**src/rtl/ttc_apb_if_lite22_if.sv**
```systemverilog
// ----------------------------------------------------------------------------
// ttc_apb_if_lite22_if
// APB3 bus bundle between the APB bridge and the TTC register front end.
//   psel22, penable22, pwrite22 : transfer control (master -> slave)
//   paddr22 [ADDR_W]            : byte address       (master -> slave)
//   pwdata22 [16]               : write data         (master -> slave)
//   prdata22 [16]               : read data          (slave -> master)
//   pready22, pslverr22         : completion/error   (slave -> master)
// ----------------------------------------------------------------------------
interface ttc_apb_if_lite22_if #(
    parameter int ADDR_W = 8
);
    logic              psel22;
    logic              penable22;
    logic              pwrite22;
    logic [ADDR_W-1:0] paddr22;
    logic [15:0]       pwdata22;
    logic [15:0]       prdata22;
    logic              pready22;
    logic              pslverr22;

    modport master (
        output psel22, penable22, pwrite22, paddr22, pwdata22,
        input  prdata22, pready22, pslverr22
    );

    modport slave (
        input  psel22, penable22, pwrite22, paddr22, pwdata22,
        output prdata22, pready22, pslverr22
    );
endinterface

```
**src/rtl/ttc_apb_if_lite22.sv**
```systemverilog
// ----------------------------------------------------------------------------
// ttc_apb_if_lite22
// APB3 slave front end for a three-timer TTC. Decodes the byte address into
// one-cycle per-timer write strobes and read-to-clear pulses, and returns
// registered read data from a readback mux over all timer registers.
// Ports:
//   pclk22, n_p_reset22     : clock, synchronous active-low reset
//   apb (slave modport)     : APB3 bus; pwdata22 goes straight to the timers
//   *_reg_sel22 [3]         : per-timer write strobes, bit n = timer n
//   clear_interrupt22 [3]   : per-timer read-to-clear pulse
//   *_regs22                : packed readback from the three timers
// Register map: offset = base + 4*n (timer n = 0..2), bases 0x00 clk_ctrl,
// 0x0C cntr_ctrl, 0x18 counter_val (RO), 0x24 interval, 0x30/0x3C/0x48
// match_1..3, 0x54 interrupt (RO, read-to-clear), 0x60 intr_en.
// ----------------------------------------------------------------------------
module ttc_apb_if_lite22 #(
    parameter int ADDR_W     = 8,
    parameter bit PSLVERR_EN = 1'b1
) (
    input  logic          pclk22,
    input  logic          n_p_reset22,
    ttc_apb_if_lite22_if.slave apb,
    output logic [2:0]    clk_ctrl_reg_sel22,
    output logic [2:0]    cntr_ctrl_reg_sel22,
    output logic [2:0]    interval_reg_sel22,
    output logic [2:0]    match_1_reg_sel22,
    output logic [2:0]    match_2_reg_sel22,
    output logic [2:0]    match_3_reg_sel22,
    output logic [2:0]    intr_en_reg_sel22,
    output logic [2:0]    clear_interrupt22,
    input  logic [20:0]   clk_ctrl_regs22,
    input  logic [20:0]   cntr_ctrl_regs22,
    input  logic [47:0]   counter_val_regs22,
    input  logic [47:0]   interval_regs22,
    input  logic [47:0]   match_1_regs22,
    input  logic [47:0]   match_2_regs22,
    input  logic [47:0]   match_3_regs22,
    input  logic [17:0]   interrupt_regs22,
    input  logic [17:0]   interrupt_en_regs22
);

    typedef enum logic [1:0] {
        ST_IDLE   = 2'd0,
        ST_SETUP  = 2'd1,
        ST_ACCESS = 2'd2
    } state_t;

    // Zero-extended per-timer slice of the 7-bit readback vectors.
    function automatic logic [15:0] pick7(input logic [20:0] v, input logic [1:0] t);
        case (t)
            2'd0:    pick7 = {9'd0, v[6:0]};
            2'd1:    pick7 = {9'd0, v[13:7]};
            2'd2:    pick7 = {9'd0, v[20:14]};
            default: pick7 = 16'd0;
        endcase
    endfunction

    // Per-timer slice of the 16-bit readback vectors.
    function automatic logic [15:0] pick16(input logic [47:0] v, input logic [1:0] t);
        case (t)
            2'd0:    pick16 = v[15:0];
            2'd1:    pick16 = v[31:16];
            2'd2:    pick16 = v[47:32];
            default: pick16 = 16'd0;
        endcase
    endfunction

    // Zero-extended per-timer slice of the 6-bit readback vectors.
    function automatic logic [15:0] pick6(input logic [17:0] v, input logic [1:0] t);
        case (t)
            2'd0:    pick6 = {10'd0, v[5:0]};
            2'd1:    pick6 = {10'd0, v[11:6]};
            2'd2:    pick6 = {10'd0, v[17:12]};
            default: pick6 = 16'd0;
        endcase
    endfunction

    state_t            state_r;
    state_t            phase_s;
    logic [ADDR_W-1:0] paddr_s;
    logic [7:0]        addr_s;
    logic [5:0]        word_s;
    logic [5:0]        group_s;
    logic [1:0]        timer_s;
    logic [2:0]        onehot_s;
    logic              ro_s;
    logic              err_s;
    logic              wr_ok_s;
    logic              rd_ok_s;
    logic [15:0]       mux_s;
    logic              pready_s;
    logic [15:0]       prdata_r;
    logic              err_r;
    logic [2:0]        clr_pend_r;

    assign paddr_s  = apb.paddr22;
    assign addr_s   = paddr_s[7:0];
    assign word_s   = addr_s[7:2];
    // Each register kind occupies three consecutive words, one per timer.
    assign group_s  = word_s / 6'd3;
    assign timer_s  = 2'(word_s - 6'(group_s * 6'd3));
    assign onehot_s = 3'b001 << timer_s;
    assign ro_s     = (group_s == 6'd2) || (group_s == 6'd7);
    assign err_s    = (addr_s[1:0] != 2'b00) || (addr_s > 8'h68) || (apb.pwrite22 && ro_s);
    assign wr_ok_s  = apb.pwrite22 && !err_s;
    assign rd_ok_s  = !apb.pwrite22 && !err_s;

    // The register only tracks whether the current cycle is an access cycle;
    // a setup cycle is recognised from the bus itself so that the decode can
    // be captured at its closing edge and the access completes with no wait.
    always_comb begin
        phase_s = ST_IDLE;
        if (state_r == ST_ACCESS) begin
            phase_s = ST_ACCESS;
        end else if (apb.psel22 && !apb.penable22) begin
            phase_s = ST_SETUP;
        end else begin
            phase_s = ST_IDLE;
        end
    end

    // Readback mux over every timer register, selected by the live address.
    always_comb begin
        mux_s = 16'd0;
        case (group_s)
            6'd0:    mux_s = pick7(clk_ctrl_regs22, timer_s);
            6'd1:    mux_s = pick7(cntr_ctrl_regs22, timer_s);
            6'd2:    mux_s = pick16(counter_val_regs22, timer_s);
            6'd3:    mux_s = pick16(interval_regs22, timer_s);
            6'd4:    mux_s = pick16(match_1_regs22, timer_s);
            6'd5:    mux_s = pick16(match_2_regs22, timer_s);
            6'd6:    mux_s = pick16(match_3_regs22, timer_s);
            6'd7:    mux_s = pick6(interrupt_regs22, timer_s);
            6'd8:    mux_s = pick6(interrupt_en_regs22, timer_s);
            default: mux_s = 16'd0;
        endcase
    end

    assign pready_s      = (state_r == ST_ACCESS) && apb.psel22 && apb.penable22;
    assign apb.pready22  = pready_s;
    assign apb.pslverr22 = PSLVERR_EN && err_r && pready_s;
    assign apb.prdata22  = prdata_r;

    // Transfer FSM: captures decode at the end of setup, holds strobes and
    // read data for the access cycle, then issues any read-to-clear pulse.
    always_ff @(posedge pclk22) begin
        if (!n_p_reset22) begin
            state_r             <= ST_IDLE;
            prdata_r            <= 16'd0;
            err_r               <= 1'b0;
            clr_pend_r          <= 3'b000;
            clear_interrupt22   <= 3'b000;
            clk_ctrl_reg_sel22  <= 3'b000;
            cntr_ctrl_reg_sel22 <= 3'b000;
            interval_reg_sel22  <= 3'b000;
            match_1_reg_sel22   <= 3'b000;
            match_2_reg_sel22   <= 3'b000;
            match_3_reg_sel22   <= 3'b000;
            intr_en_reg_sel22   <= 3'b000;
        end else begin
            case (phase_s)
                ST_SETUP: begin
                    state_r             <= ST_ACCESS;
                    err_r               <= err_s;
                    prdata_r            <= rd_ok_s ? mux_s : 16'd0;
                    clr_pend_r          <= (rd_ok_s && group_s == 6'd7) ? onehot_s : 3'b000;
                    clear_interrupt22   <= 3'b000;
                    clk_ctrl_reg_sel22  <= (wr_ok_s && group_s == 6'd0) ? onehot_s : 3'b000;
                    cntr_ctrl_reg_sel22 <= (wr_ok_s && group_s == 6'd1) ? onehot_s : 3'b000;
                    interval_reg_sel22  <= (wr_ok_s && group_s == 6'd3) ? onehot_s : 3'b000;
                    match_1_reg_sel22   <= (wr_ok_s && group_s == 6'd4) ? onehot_s : 3'b000;
                    match_2_reg_sel22   <= (wr_ok_s && group_s == 6'd5) ? onehot_s : 3'b000;
                    match_3_reg_sel22   <= (wr_ok_s && group_s == 6'd6) ? onehot_s : 3'b000;
                    intr_en_reg_sel22   <= (wr_ok_s && group_s == 6'd8) ? onehot_s : 3'b000;
                end
                ST_ACCESS: begin
                    state_r             <= ST_IDLE;
                    err_r               <= 1'b0;
                    prdata_r            <= 16'd0;
                    clr_pend_r          <= 3'b000;
                    // Clear only once the read really completed; the data
                    // was already captured at setup, before the clear.
                    clear_interrupt22   <= pready_s ? clr_pend_r : 3'b000;
                    clk_ctrl_reg_sel22  <= 3'b000;
                    cntr_ctrl_reg_sel22 <= 3'b000;
                    interval_reg_sel22  <= 3'b000;
                    match_1_reg_sel22   <= 3'b000;
                    match_2_reg_sel22   <= 3'b000;
                    match_3_reg_sel22   <= 3'b000;
                    intr_en_reg_sel22   <= 3'b000;
                end
                default: begin
                    state_r             <= ST_IDLE;
                    err_r               <= 1'b0;
                    prdata_r            <= 16'd0;
                    clr_pend_r          <= 3'b000;
                    clear_interrupt22   <= 3'b000;
                    clk_ctrl_reg_sel22  <= 3'b000;
                    cntr_ctrl_reg_sel22 <= 3'b000;
                    interval_reg_sel22  <= 3'b000;
                    match_1_reg_sel22   <= 3'b000;
                    match_2_reg_sel22   <= 3'b000;
                    match_3_reg_sel22   <= 3'b000;
                    intr_en_reg_sel22   <= 3'b000;
                end
            endcase
        end
    end

endmodule

```
**src/flat_wrapper.sv**
```systemverilog
// flat-port wrapper written by rule: the top's interface ports become plain ports
module ttc_apb_if_lite22_flat 
#(
    parameter int ADDR_W     = 8,
    parameter bit PSLVERR_EN = 1'b1
)
  (pclk22, n_p_reset22, clk_ctrl_reg_sel22, cntr_ctrl_reg_sel22, interval_reg_sel22, match_1_reg_sel22, match_2_reg_sel22, match_3_reg_sel22, intr_en_reg_sel22, clear_interrupt22, clk_ctrl_regs22, cntr_ctrl_regs22, counter_val_regs22, interval_regs22, match_1_regs22, match_2_regs22, match_3_regs22, interrupt_regs22, interrupt_en_regs22, apb_psel22, apb_penable22, apb_pwrite22, apb_paddr22, apb_pwdata22, apb_prdata22, apb_pready22, apb_pslverr22);
  ttc_apb_if_lite22_if #(.ADDR_W(ADDR_W)) apb_i ();
  input  logic pclk22;
  input  logic n_p_reset22;
  output logic [2:0] clk_ctrl_reg_sel22;
  output logic [2:0] cntr_ctrl_reg_sel22;
  output logic [2:0] interval_reg_sel22;
  output logic [2:0] match_1_reg_sel22;
  output logic [2:0] match_2_reg_sel22;
  output logic [2:0] match_3_reg_sel22;
  output logic [2:0] intr_en_reg_sel22;
  output logic [2:0] clear_interrupt22;
  input  logic [20:0] clk_ctrl_regs22;
  input  logic [20:0] cntr_ctrl_regs22;
  input  logic [47:0] counter_val_regs22;
  input  logic [47:0] interval_regs22;
  input  logic [47:0] match_1_regs22;
  input  logic [47:0] match_2_regs22;
  input  logic [47:0] match_3_regs22;
  input  logic [17:0] interrupt_regs22;
  input  logic [17:0] interrupt_en_regs22;
  input wire logic [$bits(apb_i.psel22)-1:0] apb_psel22;
  input wire logic [$bits(apb_i.penable22)-1:0] apb_penable22;
  input wire logic [$bits(apb_i.pwrite22)-1:0] apb_pwrite22;
  input wire logic [$bits(apb_i.paddr22)-1:0] apb_paddr22;
  input wire logic [$bits(apb_i.pwdata22)-1:0] apb_pwdata22;
  output wire logic [$bits(apb_i.prdata22)-1:0] apb_prdata22;
  output wire logic [$bits(apb_i.pready22)-1:0] apb_pready22;
  output wire logic [$bits(apb_i.pslverr22)-1:0] apb_pslverr22;
  assign apb_i.psel22 = apb_psel22;
  assign apb_i.penable22 = apb_penable22;
  assign apb_i.pwrite22 = apb_pwrite22;
  assign apb_i.paddr22 = apb_paddr22;
  assign apb_i.pwdata22 = apb_pwdata22;
  assign apb_prdata22 = apb_i.prdata22;
  assign apb_pready22 = apb_i.pready22;
  assign apb_pslverr22 = apb_i.pslverr22;
  ttc_apb_if_lite22 #(.ADDR_W(ADDR_W), .PSLVERR_EN(PSLVERR_EN)) u_core (.pclk22(pclk22), .n_p_reset22(n_p_reset22), .apb(apb_i), .clk_ctrl_reg_sel22(clk_ctrl_reg_sel22), .cntr_ctrl_reg_sel22(cntr_ctrl_reg_sel22), .interval_reg_sel22(interval_reg_sel22), .match_1_reg_sel22(match_1_reg_sel22), .match_2_reg_sel22(match_2_reg_sel22), .match_3_reg_sel22(match_3_reg_sel22), .intr_en_reg_sel22(intr_en_reg_sel22), .clear_interrupt22(clear_interrupt22), .clk_ctrl_regs22(clk_ctrl_regs22), .cntr_ctrl_regs22(cntr_ctrl_regs22), .counter_val_regs22(counter_val_regs22), .interval_regs22(interval_regs22), .match_1_regs22(match_1_regs22), .match_2_regs22(match_2_regs22), .match_3_regs22(match_3_regs22), .interrupt_regs22(interrupt_regs22), .interrupt_en_regs22(interrupt_en_regs22));
endmodule
```
**config.mk**
```make
export PLATFORM = sky130hd
export DESIGN_NAME = ttc_apb_if_lite22_flat
export DESIGN_NICKNAME = d
export VERILOG_FILES = /design/src/rtl/ttc_apb_if_lite22_if.sv /design/src/rtl/ttc_apb_if_lite22.sv /design/src/flat_wrapper.sv
export SDC_FILE = /design/constraint.sdc
export NUM_CORES = 1
export LEC_CHECK = 0
export BUFFER_PORTS_ARGS = -buffer_cell sky130_fd_sc_hd__buf_2
export CORE_AREA = 4 4 151 153
export CTS_CLUSTER_SIZE = 20
export DETAILED_ROUTE_END_ITERATION = 16
export DIE_AREA = 0 0 155 157
export GPL_ROUTABILITY_DRIVEN = 0
export GPL_TIMING_DRIVEN = 0
export RECOVER_POWER = 25
export REMOVE_ABC_BUFFERS = 1
export SLEW_MARGIN = 40
export SYNTH_ARGS = -nofsm -noshare
export SYNTH_HDL_FRONTEND = slang
export SYNTH_SLANG_ARGS = --single-unit
```
**constraint.sdc**
```tcl
create_clock -name pclk22 -period 5.4 [get_ports pclk22]
set_input_delay 0.27 -clock pclk22 [delete_from_list [all_inputs] [get_ports pclk22]]
set_output_delay 0.27 -clock pclk22 [all_outputs]
set_load 0.02 [all_outputs]
```
Word-level counts from Yosys, hierarchy flattened
Index checks and enable logic that the tools add are counted.
{"block": "classes", "add_sub_neg": 1, "multipliers": 1, "div_mod_pow": 1, "magnitude_cmp": 1, "eq_ne": 13, "shift": 1, "mux": 13, "n_reduce_logical": 35}
{"operator": "$pmux W16 S3", "n": 5}
{"operator": "$pmux W16 S9", "n": 1}
{"operator": "$pmux W7 S3", "n": 2}
{"operator": "$pmux W6 S3", "n": 2}
{"operator": "$reduce_and A3 Y1", "n": 10}
{"operator": "$eq A6 B3 Y1 const B", "n": 4}
{"operator": "$logic_and A1 B1 Y1", "n": 15}
{"operator": "$eq A6 B2 Y1 const B", "n": 2}
{"operator": "$gt A8 B7 Y1 const B", "n": 1}
{"operator": "$div A6 B2 Y6 const B", "n": 1}
{"operator": "$eq A2 B2 Y1 const B", "n": 3}
{"operator": "$eq A6 B1 Y1 const B", "n": 1}
{"operator": "$eq A6 B4 Y1 const B", "n": 1}
{"operator": "$logic_not A6 Y1", "n": 1}
{"operator": "$mul A6 B2 Y2 const B", "n": 1}
{"operator": "$eq A2 B1 Y1 const B", "n": 2}
{"operator": "$mux W2", "n": 2}
{"operator": "$logic_not A1 Y1", "n": 3}
{"operator": "$logic_or A1 B1 Y1", "n": 3}
{"operator": "$shl A1 B2 Y3 const A", "n": 1}
{"operator": "$logic_not A2 Y1", "n": 1}
{"operator": "$reduce_and A2 Y1", "n": 1}
{"operator": "$reduce_bool A2 Y1", "n": 1}
{"operator": "$sub A2 B2 Y2", "n": 1}
{"operator": "$mux W1", "n": 1}
{"block": "totals", "register_bits": 46, "output_inout_bits": 42, "elab_cells": 78}

Logic depth before layout (Yosys ltp)
{"block": "depth", "word_depth": 9, "depth_mapped": 20, "mapped_depth_nobuf": 17}

Worst setup path before layout
Ideal clock, no wire load.
{"block": "synth_path", "kind": "input port to flip-flop", "start": "input apb_paddr22[6]", "end": "register u_core.prdata_r[0] (netlist: u_core.apb.prdata22[0])", "setup_ns": 0.141, "t_arrival_ns": 4.070, "t_required_ns": 5.259, "path_slack_ns": 1.189, "path_stages": 18, "cell_sequence": "buf_4 xnor2_1 mux2i_1 nor2_1 a21oi_1 ha_1 a311oi_2 mux2_2 o32a_1 ha_1 inv_1 ha_1 xnor2_1 clkbuf_1 clkbuf_1 a31oi_1 nor4_1 a31oi_1"}
{"block": "synth_between", "elab_chain_len": 8}
{"element": "start: declaration", "line": "flat_wrapper.sv:31", "source": "input wire logic [$bits(apb_i.paddr22)-1:0] apb_paddr22;"}
{"element": "branches (longest 8 deep; another with $div A6 B2 Y6)"}
{"element": "end signal: assignment", "line": "ttc_apb_if_lite22.sv:165", "source": "prdata_r <= rd_ok_s ? mux_s : 16'd0;"}
{"element": "end: declaration", "line": "ttc_apb_if_lite22.sv:92", "source": "logic [15:0] prdata_r;"}
Parallel ways; which one is timed is not known.
A chain may end at the register's enable or synchronous reset.

Worst setup path after layout
{"block": "layout_path", "start": "input apb_paddr22[6]", "end": "register u_core.prdata_r[5] (netlist: u_core.apb.prdata22[5])"}
The elaborated chain is that of the path after synthesis.

==> results.txt <==
status - completed
root buffer cell - clkbuf_16
commonest non-fill, non-tap cells in the layout - 354 x buf_2, 124 x nand2_1, 71 x nor2_1
area grow syn2layout - 61.0%
Setup Viol. Count Final - 0
Slew HR - 47.0%
synthesis warning total - 0
Post-layout nets - 1333
Main synth FF type - dfxtp_1
Seq/Total Area, Yosys - 21.0%
Initial Util - 19.9%
FMAX - 0.195 GHz
VDD IR max - 0.191 mV
Tcrit/Tclk final - 95.0%
Post-Syn Instances - 618
number of port buffers - 372
1st-pass router iterations - 7
share of layout cells above drive strength 1 - 43.0%
Die H - 157 um
Power per Cell Area - 348 nW/um^2
total die area - 24300 um^2
worst path bufs/invs - 9
number of routed nets with antenna violations - 0
complex-gate fraction of the synthesized area - 30.7%
Arr. time, crit path - 5.36 ns
Pleak - 3.22 nW
Die Span X - 155 um
synth unique cells - 49
via/cell ratio - 4.85
Overall Global Routing Usage - 17.1%
Pint - 0.00127 W
Clk pwr share - 15.2%
Sw Share - 47.2%
xor/xnor share of the synthesized area - 2.27%
GRT Residual Overflow - 0
vias post-DR - 6112
antenna violations before repair - 3
Bufs on Longest Clock Path - 2
Required @ worst endpoint - 5.63 ns
Worst-path clk slew - 0.07 ns
n_diodes - 0
clk sinks - 45
slowest CP cell - ha_1
hpwl dp - 18.8 mm
worst hold path type - in2reg
WL/cell - 18.4 um
CP cell instances - buf_2 > or2_1 > mux2_2 > a21oi_2 > ha_2 > a311oi_4 > mux2_2 > o32a_1 > ha_1 > inv_1 > ha_1 > xnor2_4 > buf_4 > buf_4 > buf_4 > buf_6 > buf_4 > buf_4 > buf_6 > nor2_1 > a31oi_1 > a211oi_1 > a31oi_1
FP Rows - 54
Slew Limit Fails - 0
Post-Syn Area per Cell - 6.95 um^2
Worst Max-Slew Pin Slew - 0.791 ns
clk_lat worst skew - 0.30 ns
drt total wl - 23.1 mm
io pins - 389
Worst Setup Start Kind - input pin
synthesized area - 4290 um^2
Iter 0 DRT Violations - 443
number of CTS-inserted buffers - 5
final setup margin - 0.269 ns
Post-synth EDFFs - 0
post-synthesis mux area share - 12.8%
DRC Markers - 0
Crit path depth - 23
delay of the slowest critical-path stage - 0.40 ns
final setup skew - 0.00960 ns
Final Hold Viols - 0
critical path's top delay family - buffers and inverters
Seq pwr share - 13.8%
CP dominant cell by count - buf_4
Reg2Reg Depth - 7
post-layout minimum cycle time - 5.13 ns
adder-cell share of the synthesized area - 2.33%
Final Power - 0.00241 W
CP Capture Type - flip-flop
Synth async-reset ratio - 0%
Comb pwr share - 71.0%
largest family of logic cells by synthesized area - compound AO/OA/AOI/OAI gates
commonest non-fill, non-tap cell in the layout - buf_2
CTS tree - yes
Core ar. - 21600 um^2
largest net degree at the start of global routing - 22
worst-path fanout max - 16
simple-gate portion of the synthesized area - 25.6%
hold depth - 2
first-pass GRT wire length - 32.0 mm
hold_buf cts - 0
Seq cells post-synth - 45
Net Switching - 0.00113 W
H-tree levels - 2
CP Class - in2reg
Max Cap Viol - 0
unrepaired setup endpoints after global routing - no
Setup Slack @ Placement - -0.172 ns
number of global-route vias before repair - 5714
cell families after synthesis:
kind of cell / count (synthesis)
AO/OA/AOI/OAI: 196
multiplexers: 54
buffers and inverters: 51
adder cells (fa/ha/maj): 8
XOR/XNOR: 6
flip-flops: 45
AND/OR/NAND/NOR: 258
registers in the layout (all words and copies together), names as in the netlist:
name                        flops
u_core.clear_interrupt22        3
u_core.state_r                  1
u_core.intr_en_reg_sel22        3
u_core.apb.prdata22            16
u_core.clr_pend_r               3
u_core.match_1_reg_sel22        3
u_core.cntr_ctrl_reg_sel22      3
u_core.clk_ctrl_reg_sel22       3
u_core.match_2_reg_sel22        3
u_core.err_r                    1
u_core.match_3_reg_sel22        3
u_core.interval_reg_sel22       3
cell type report:
class	count	area (um^2)
fill	2384	14600
inverter	3	11.3
clock buffer	5	125
sequential	45	901
tap	280	350
multi-input combinational	522	3290
clock inverter	3	43.8
timing repair buffer	401	2190
synthesized netlist by cell type, types with 2 or more instances:
| cell | instances | area [um^2] |
|---|---|---|
| nand3_1 | 2 | 10.0 |
| or2_2 | 2 | 12.5 |
| xnor2_1 | 2 | 17.5 |
| xnor2_4 | 2 | 55.1 |
| buf_4 | 6 | 45.0 |
| mux2_2 | 6 | 67.6 |
| dfxtp_1 | 45 | 901 |
| buf_2 | 16 | 80.1 |
| clkbuf_1 | 22 | 82.6 |
| o22a_1 | 7 | 61.3 |
| a211oi_1 | 24 | 180 |
| a21oi_1 | 54 | 270 |
| a22oi_1 | 11 | 82.6 |
| and3_1 | 5 | 31.3 |
| o2bb2ai_1 | 19 | 166 |
| a311oi_1 | 9 | 78.8 |
| nor2_1 | 73 | 274 |
| nand2_1 | 125 | 469 |
| o21ai_0 | 19 | 95.1 |
| nor3_1 | 22 | 110 |
| o21ai_1 | 3 | 15.0 |
| buf_1 | 4 | 15.0 |
| mux2i_1 | 48 | 480 |
| and2_1 | 2 | 12.5 |
| a41oi_1 | 4 | 35.0 |
| nor2b_1 | 4 | 25.0 |
| inv_1 | 3 | 11.3 |
| nor4_1 | 12 | 75.1 |
| nand2b_1 | 5 | 31.3 |
| a2bb2oi_1 | 3 | 26.3 |
| ha_1 | 8 | 100 |
| a31oi_1 | 34 | 213 |
per-stage QoR:
stage	utilization (%)	hold slack, ns	cells	setup TNS (ns)	cell area (um^2)
floorplan	-	0.367	570	-130.21	4070
global placement	29.2	0.445	1222	-301.17	6280
detailed placement	31.1	0.444	1248	-0.288	6710
CTS	31.9	0.185	1256	0	6880
global route	32.1	0.200	1259	0	6920
finish	32.1	0.195	1259	0	6920
layer usage:
layer  vias up  GRT usage, %  share of wire [%]
met5         -             0              0.095
met4         6          5.21                2.2
met3        34          4.23                8.7
met2       306          29.8                 49
met1      2772          20.8                 40
li1       2994             -                  -
repair_timing:
action / CTS / global route
buffers inserted: 0 / 3
gates resized for setup: 0 / 5
setup endpoints to repair: 0 / 4
worst register-to-register path: stages, from the launching register on:
cell and delay, ns:
dfxtp_1 0.31, nor4bb_1 0.51, o211ai_1 0.21, nor2_1 0.25
o311ai_4 0.15, buf_4 0.21, buf_4 0.20, a31oi_1 0.19
power groups by stage:
stage	Sequential (W)	Combinational [W]	Clock [W]
global route	0.000333	0.00184	0.000392
floorplan	0.000340	0.00103	0
finish	0.000333	0.00171	0.000365
global placement	0.000340	0.00155	0
detailed placement	0.000340	0.00168	0
CTS	0.000332	0.00168	0.000383
path summary, 6_finish.rpt:
check | startpoint | endpoint | slack [ns]
hold / removal | apb_penable22 | u_core.state_r[1] | 0.20
setup reg to reg | u_core.state_r[1] | u_core.apb.prdata22[4] | 3.30
hold reg to reg | u_core.state_r[1] | u_core.state_r[1] | 0.46
setup / recovery | apb_paddr22[6] | u_core.apb.prdata22[5] | 0.27
No activity file was read; power rests on OpenSTA's default activity.
